$ cat config.mk
export PLATFORM = sky130hd
export DESIGN_NAME = rx_mac_monitor
export DESIGN_NICKNAME = d
export VERILOG_FILES = /design/src/rtl/rx_mac_mon_pkg.sv /design/src/rtl/rx_mac_mon_history.sv /design/src/rtl/rx_mac_monitor.sv
export SDC_FILE = /design/constraint.sdc
export NUM_CORES = 1
export LEC_CHECK = 0
export BUFFER_PORTS_ARGS = -buffer_cell sky130_fd_sc_hd__buf_2
export CORE_MARGIN = 2
export CORE_UTILIZATION = 45
export CTS_BUF_LIST = sky130_fd_sc_hd__clkbuf_16
export DETAILED_ROUTE_END_ITERATION = 8
export PLACE_DENSITY = 0.77
export SLEW_MARGIN = 25
export SYNTH_ARGS = -nofsm -noshare
export SYNTH_HDL_FRONTEND = slang
export SYNTH_SLANG_ARGS = --single-unit
export TNS_END_PERCENT = 1
$ cat constraint.sdc
create_clock -name clk -period 12.42 [get_ports clk]
set_input_delay 0.621 -clock clk [delete_from_list [all_inputs] [get_ports clk]]
set_output_delay 0.621 -clock clk [all_outputs]
set_load 0.01 [all_outputs]
$ cat src/rtl/rx_mac_mon_pkg.sv
// rx_mac_mon_pkg: error codes, flag bit positions and FSM states shared by the RX MAC monitor
package rx_mac_mon_pkg;
    typedef enum logic [2:0] {
        NONE  = 3'd0,
        HDR   = 3'd1,
        DATA  = 3'd2,
        LAST  = 3'd3,
        TUSER = 3'd4,
        LEN   = 3'd5
    } err_code_t;
    typedef enum logic [1:0] {IDLE, FRAME, DRAIN} state_t;
    localparam int F_HDR     = 0;
    localparam int F_DATA    = 1;
    localparam int F_LAST    = 2;
    localparam int F_TUSER   = 3;
    localparam int F_LEN     = 4;
    localparam int NUM_FLAGS = 5;
    function automatic err_code_t first_code(input logic [NUM_FLAGS-1:0] v);
        return v[F_HDR] ? HDR : v[F_DATA] ? DATA : v[F_LAST] ? LAST :
               v[F_TUSER] ? TUSER : v[F_LEN] ? LEN : NONE;
    endfunction
endpackage

$ cat src/rtl/rx_mac_mon_history.sv
// rx_mac_mon_history: delay line of RGMII-side samples, tapped at the pipeline latency and one beyond
module rx_mac_mon_history #(
    parameter int W     = 11,
    parameter int DEPTH = 7
) (
    input  logic         clk,
    input  logic         reset,
    input  logic [W-1:0] din,
    output logic [W-1:0] tap_lat,
    output logic [W-1:0] tap_end
);
    logic [DEPTH-1:0][W-1:0] line;
    always_ff @(posedge clk or posedge reset) begin
        if (reset) line <= '0;
        else line <= {line[DEPTH-2:0], din};
    end
    assign tap_lat = line[DEPTH-2];
    assign tap_end = line[DEPTH-1];
endmodule

$ cat src/rtl/rx_mac_monitor.sv
// rx_mac_monitor: passive checker for RX MAC header, data latency, framing and abort rules,
// with sticky flags, first-error capture and saturating error/frame counters
module rx_mac_monitor
    import rx_mac_mon_pkg::*;
#(
    parameter int                    DATA_WIDTH = 8,
    parameter int                    PIPE_LAT   = 6,
    parameter logic [DATA_WIDTH-1:0] SFD        = 8'hD5,
    parameter int                    MAX_BYTES  = 1518,
    parameter int                    CNT_WIDTH  = 16
) (
    input  logic                  clk,
    input  logic                  reset,
    input  logic                  clr,
    input  logic [DATA_WIDTH-1:0] m_rx_axis_tdata,
    input  logic                  m_rx_axis_tvalid,
    input  logic                  m_rx_axis_tuser,
    input  logic                  m_rx_axis_tlast,
    input  logic                  s_rx_axis_trdy,
    input  logic [DATA_WIDTH-1:0] rgmii_mac_rx_data,
    input  logic                  rgmii_mac_rx_dv,
    input  logic                  rgmii_mac_rx_er,
    output logic [NUM_FLAGS-1:0]  err_flags,
    output err_code_t             first_err,
    output logic [CNT_WIDTH-1:0]  err_count,
    output logic [CNT_WIDTH-1:0]  good_frames,
    output logic [CNT_WIDTH-1:0]  bad_frames,
    output logic                  in_frame
);
    localparam int HW   = DATA_WIDTH + 3;
    localparam int WARM = PIPE_LAT + 1;
    localparam int WW   = $clog2(WARM + 1);
    localparam int BW   = $clog2(MAX_BYTES + 2);
    localparam logic [CNT_WIDTH-1:0] SAT = '1;
    logic [HW-1:0]        h_lat, h_end;
    logic [WW-1:0]        warm_cnt;
    logic [BW-1:0]        beat_cnt;
    logic                 tvalid_d, tlast_d, tuser_d;
    state_t               state;
    logic                 warm, rise, counting, term, good_inc, bad_inc;
    logic [NUM_FLAGS-1:0] viol, flags_b;
    logic [CNT_WIDTH-1:0] err_b, good_b, bad_b;
    err_code_t            first_b;

    rx_mac_mon_history #(.W(HW), .DEPTH(PIPE_LAT + 1)) u_history (
        .clk(clk),
        .reset(reset),
        .din({rgmii_mac_rx_data, rgmii_mac_rx_dv, rgmii_mac_rx_er, s_rx_axis_trdy}),
        .tap_lat(h_lat),
        .tap_end(h_end)
    );

    assign warm     = warm_cnt == WW'(WARM);
    assign rise     = m_rx_axis_tvalid && !tvalid_d;
    // tvalid held past termination still belongs to the finished frame; only a fresh rise opens a new one
    assign counting = m_rx_axis_tvalid && (state != DRAIN || rise);
    assign term     = counting && (m_rx_axis_tlast || m_rx_axis_tuser);
    assign good_inc = term && m_rx_axis_tlast && !m_rx_axis_tuser;
    assign bad_inc  = (term && !good_inc) || (state == FRAME && !m_rx_axis_tvalid);
    assign in_frame = state != IDLE;
    // clr drops the old totals, but this cycle's events still land on top of the cleared state
    assign flags_b  = clr ? '0 : err_flags;
    assign first_b  = clr ? NONE : first_err;
    assign err_b    = clr ? '0 : err_count;
    assign good_b   = clr ? '0 : good_frames;
    assign bad_b    = clr ? '0 : bad_frames;

    always_comb begin
        viol          = '0;
        viol[F_HDR]   = warm && rise && (h_end[HW-1:3] != SFD || !h_end[2] || h_end[1] || !h_end[0]);
        viol[F_DATA]  = warm && m_rx_axis_tvalid && m_rx_axis_tdata != h_lat[HW-1:3];
        viol[F_LAST]  = tlast_d && (m_rx_axis_tvalid || !tvalid_d);
        viol[F_TUSER] = tuser_d && m_rx_axis_tvalid;
        viol[F_LEN]   = counting && beat_cnt == BW'(MAX_BYTES);
    end

    always_ff @(posedge clk or posedge reset) begin
        if (reset) begin
            tvalid_d    <= 1'b0;
            tlast_d     <= 1'b0;
            tuser_d     <= 1'b0;
            warm_cnt    <= '0;
            beat_cnt    <= '0;
            state       <= IDLE;
            err_flags   <= '0;
            first_err   <= NONE;
            err_count   <= '0;
            good_frames <= '0;
            bad_frames  <= '0;
        end else begin
            tvalid_d    <= m_rx_axis_tvalid;
            tlast_d     <= m_rx_axis_tlast;
            tuser_d     <= m_rx_axis_tuser;
            warm_cnt    <= warm ? warm_cnt : warm_cnt + 1'b1;
            beat_cnt    <= (!counting || term) ? '0 :
                           beat_cnt == BW'(MAX_BYTES + 1) ? beat_cnt : beat_cnt + 1'b1;
            state       <= term ? DRAIN : counting ? FRAME : !m_rx_axis_tvalid ? IDLE : state;
            err_flags   <= flags_b | viol;
            first_err   <= first_b == NONE ? first_code(viol) : first_b;
            err_count   <= err_b + CNT_WIDTH'(|viol && err_b != SAT);
            good_frames <= good_b + CNT_WIDTH'(good_inc && good_b != SAT);
            bad_frames  <= bad_b + CNT_WIDTH'(bad_inc && bad_b != SAT);
        end
    end
endmodule

==> summary.md <==
| Metric | Value |
|---|---|
| Post-Place Worst Slack | `8.875 ns` |
| Startpoint types | `input port` |
| Final core utilization | `0.5642` |
| Largest net degree at the start of global routing | `87` |
| Clock Path Buffers | `2` |
| Slew HR | `0.4551` |
| Crit Path Class | `input port to flip-flop` |
| GP Congestion | `0.8642` |
| Setup_tns | `0 ns` |
| Vias in the first global route | `3,557` |
| Critical Path, Cell by Cell | `buf_2 > buf_4 > inv_1 > nand3_1 > nor4_1 > nor4_1 > ha_1 > ha_1 > nand3_1 > nor4_1 > nand4_1 > xor2_1 > nor2_1` |
| Overall power | `1.082 mW` |
| # diodes | `0` |
| Post-Syn Nets | `479` |
| I/O pin total | `82` |
| Tightest Pin Transition | `0.8174 ns` |
| Critical Path RT | `12.71 ns` |
| Top cell type's share of synthesized area | `0.6750` |
| Die Y-Extent | `115.9 um` |
| Die X | `115.9 um` |
| # hold bufs at CTS | `0` |
| Area Overhead vs Synth | `21.25%` |
| Row cnt | `40` |
| Area after DPL | `6241 um^2` |
| DP HPWL | `6969 um` |
| Hold slack | `0.3039 ns` |
| Initial antenna violation count | `1` |
| Die area | `13,430 um^2` |
| CTS tree | `built` |
| Final antenna-violating net count | `0` |
| DR iter-0 viols | `276` |
| Total track usage | `0.1707` |
| Port bufs | `81` |
| Largest area contributor in the netlist | `dfrtp_1` |
| Clock transition at path regs | `0.06 ns` |
| Most common cell after layout, fill and taps aside | `dfrtp_1` |
| Most used cell along the critical path | `nor4_1` |
| Later-pin clock latency in the skew report | `0.42 ns` |
| Maxcap violations | `0` |
| Yosys reg bits | `152` |
| Post_cts resized | `0` |
| Final Hold Vio Count | `0` |
| Non-Filler Instances | `718` |
| First-pass GRT wire length | `17,240 um` |
| Cts bufs inserted | `17` |
| Placed Cells | `686` |
| H-Tree Depth | `4` |
| Crit. End Element | `flip-flop` |
| Crit path DAT | `3.42 ns` |
| Crit Path Max Fanout | `57` |
| First-pass DRT Iterations | `4` |
| Share of cells above drive strength 1 | `0.2218` |
| Syn avg cell area | `12.72 um^2` |
| Tcrit/Tclk final | `0.2524` |
| Max Clk Rate | `319.0 MHz` |
| Hold/Removal Path Class | `input port to flip-flop` |
| Fin area | `6833 um^2` |
| Netlist Area Pre-Place | `5635 um^2` |
| # setup viols final | `0` |
| Synth top area cells | `dfrtp_1 67%, xnor2_1 4.8%, xor2_1 3.6%` |
| Starting Density | `0.4653` |
| Pwr Density | `158.3 nW/um^2` |
| YS warnings | `0` |
| Mean routed wirelength per cell | `14.96 um` |
| Drt total wl | `10,740 um` |
| Seq/Total Area, Yosys | `0.6750` |
| Slowest CP cell | `buf_4` |
| Minimum clock period after layout | `3.135 ns` |
| Post-CTS Setup Repair Bufs | `0` |
| GRT overflow | `0` |
| Yosys cell types | `43` |
| Nets | `573` |
| Status | `completed` |
| Internal reg-to-reg setup slack | `9.54 ns` |
| Core footprint | `12,110 um^2` |
| Drt drc | `0` |
| Max stage delay on crit path | `0.46 ns` |
| TritonCTS Sinks | `152` |
| VDD IR max | `0.09973 mV` |
| Lkg Pwr | `3.208 nW` |
| Final worst slack | `9.285 ns` |
| Unrepaired setup endpoints after global routing | `false` |
| Vias | `3,599` |
| Cells after Synth | `443` |
| Slew Limit Fails | `0` |
| Root Buffer | `clkbuf_16` |
| Vias per cell | `5.013` |
| Commonest non-fill, non-tap cells in the layout | `152 x dfrtp_1, 81 x buf_2, 44 x nor2_1` |
| Setup Skew | `0.004949 ns` |
[cell families after synthesis]
| family | Yosys count | synth area share |
|---|---|---|
| xor gates and xnor gates | 54 | 0.08392 |
| buffers and inverters | 23 | 0.01532 |
| AOI/OAI and AO/OA | 32 | 0.03753 |
| and+or+nand+nor | 169 | 0.1599 |
| adders and majority gates | 11 | 0.02442 |
| muxes | 2 | 0.003996 |
| DFF | 152 | 0.6750 |
[state kept, by name, indices dropped and copies added (netlist names)]
register and cells:
bad_frames 16, beat_cnt 11, err_count 16, err_flags 5
first_err 3, good_frames 16, state 2, tlast_d 1
tuser_d 1, tvalid_d 1, u_history.line 55, u_history.tap_end 11
u_history.tap_lat 11, warm_cnt 3
[worst max-delay path: cells and delay by family]
kind	cells	cell delay, ns
adder cells (fa/ha/maj)	2	0.43
XOR/XNOR	1	0.16
AND/OR/NAND/NOR	7	1.26
buffers and inverters	3	0.92
[worst paths after layout]
path / start / end / cells after the start
worst max-delay path: clr / bad_frames[12]$_DFF_PP0_ / 13
worst min-delay path: rgmii_mac_rx_data[6] / u_history.line[9]$_DFF_PP0_ / 1
worst max register to register: u_history.tap_end[4]$_DFF_PP0_ / err_count[12]$_DFF_PP0_ / 11
worst min register to register: u_history.line[9]$_DFF_PP0_ / u_history.line[20]$_DFF_PP0_ / 0
max in group asynchronous: reset / u_history.tap_lat[2]$_DFF_PP0_ / 3
min in group asynchronous: reset / u_history.line[3]$_DFF_PP0_ / 2
[cells in the mapped netlist (all sizes together)]
cell     instances
nor2b           11
buf              2
a22o             1
nand2           27
dfrtp          152
nor2            44
nand2b           1
and3b            2
nor3b            2
nand4           15
clkbuf           6
o211ai           2
a32o             1
o2bb2ai          1
a31oi            1
and2             1
xnor2           31
or3              5
nor3             7
or4              1
o211a            1
mux2             2
a211oi           1
a31o             1
a22oi            1
and4b            1
or4b             1
and3            12
o32ai            1
nor4             6
o21ai           11
nand3           24
ha              11
nand4b           1
and4             6
xor2            23
o31a             2
nand4bb          1
or2              1
a21oi            8
inv             15
[layout make-up]
cell class	instances	area, um^2
clock inverter	15	166.4
sequential	152	3804
clock buffer	17	425.4
tap	168	210.2
fill	981	5279
inverter	15	61.31
timing repair buffer	83	420.4
multi-input combinational	268	1745
[routing by layer]
metal	vias up	global-route usage	share of wire
met4	2	0.08730	0.025
met5	-	0	0.0012
li1	1698	-	-
met3	28	0.05126	0.048
met2	95	0.2725	0.50
met1	1776	0.2125	0.42
[power breakdown]
part | total, mW | internal (mW) | leakage (nW) | switching, mW
clock network | 0.509 | 0.300 | 0.294 | 0.209
logic | 0.0466 | 0.0166 | 1.02 | 0.0300
registers | 0.526 | 0.515 | 1.90 | 0.0110
total | 1.08 | 0.832 | 3.21 | 0.250
Note: power is estimated with default switching activity, not from simulation.
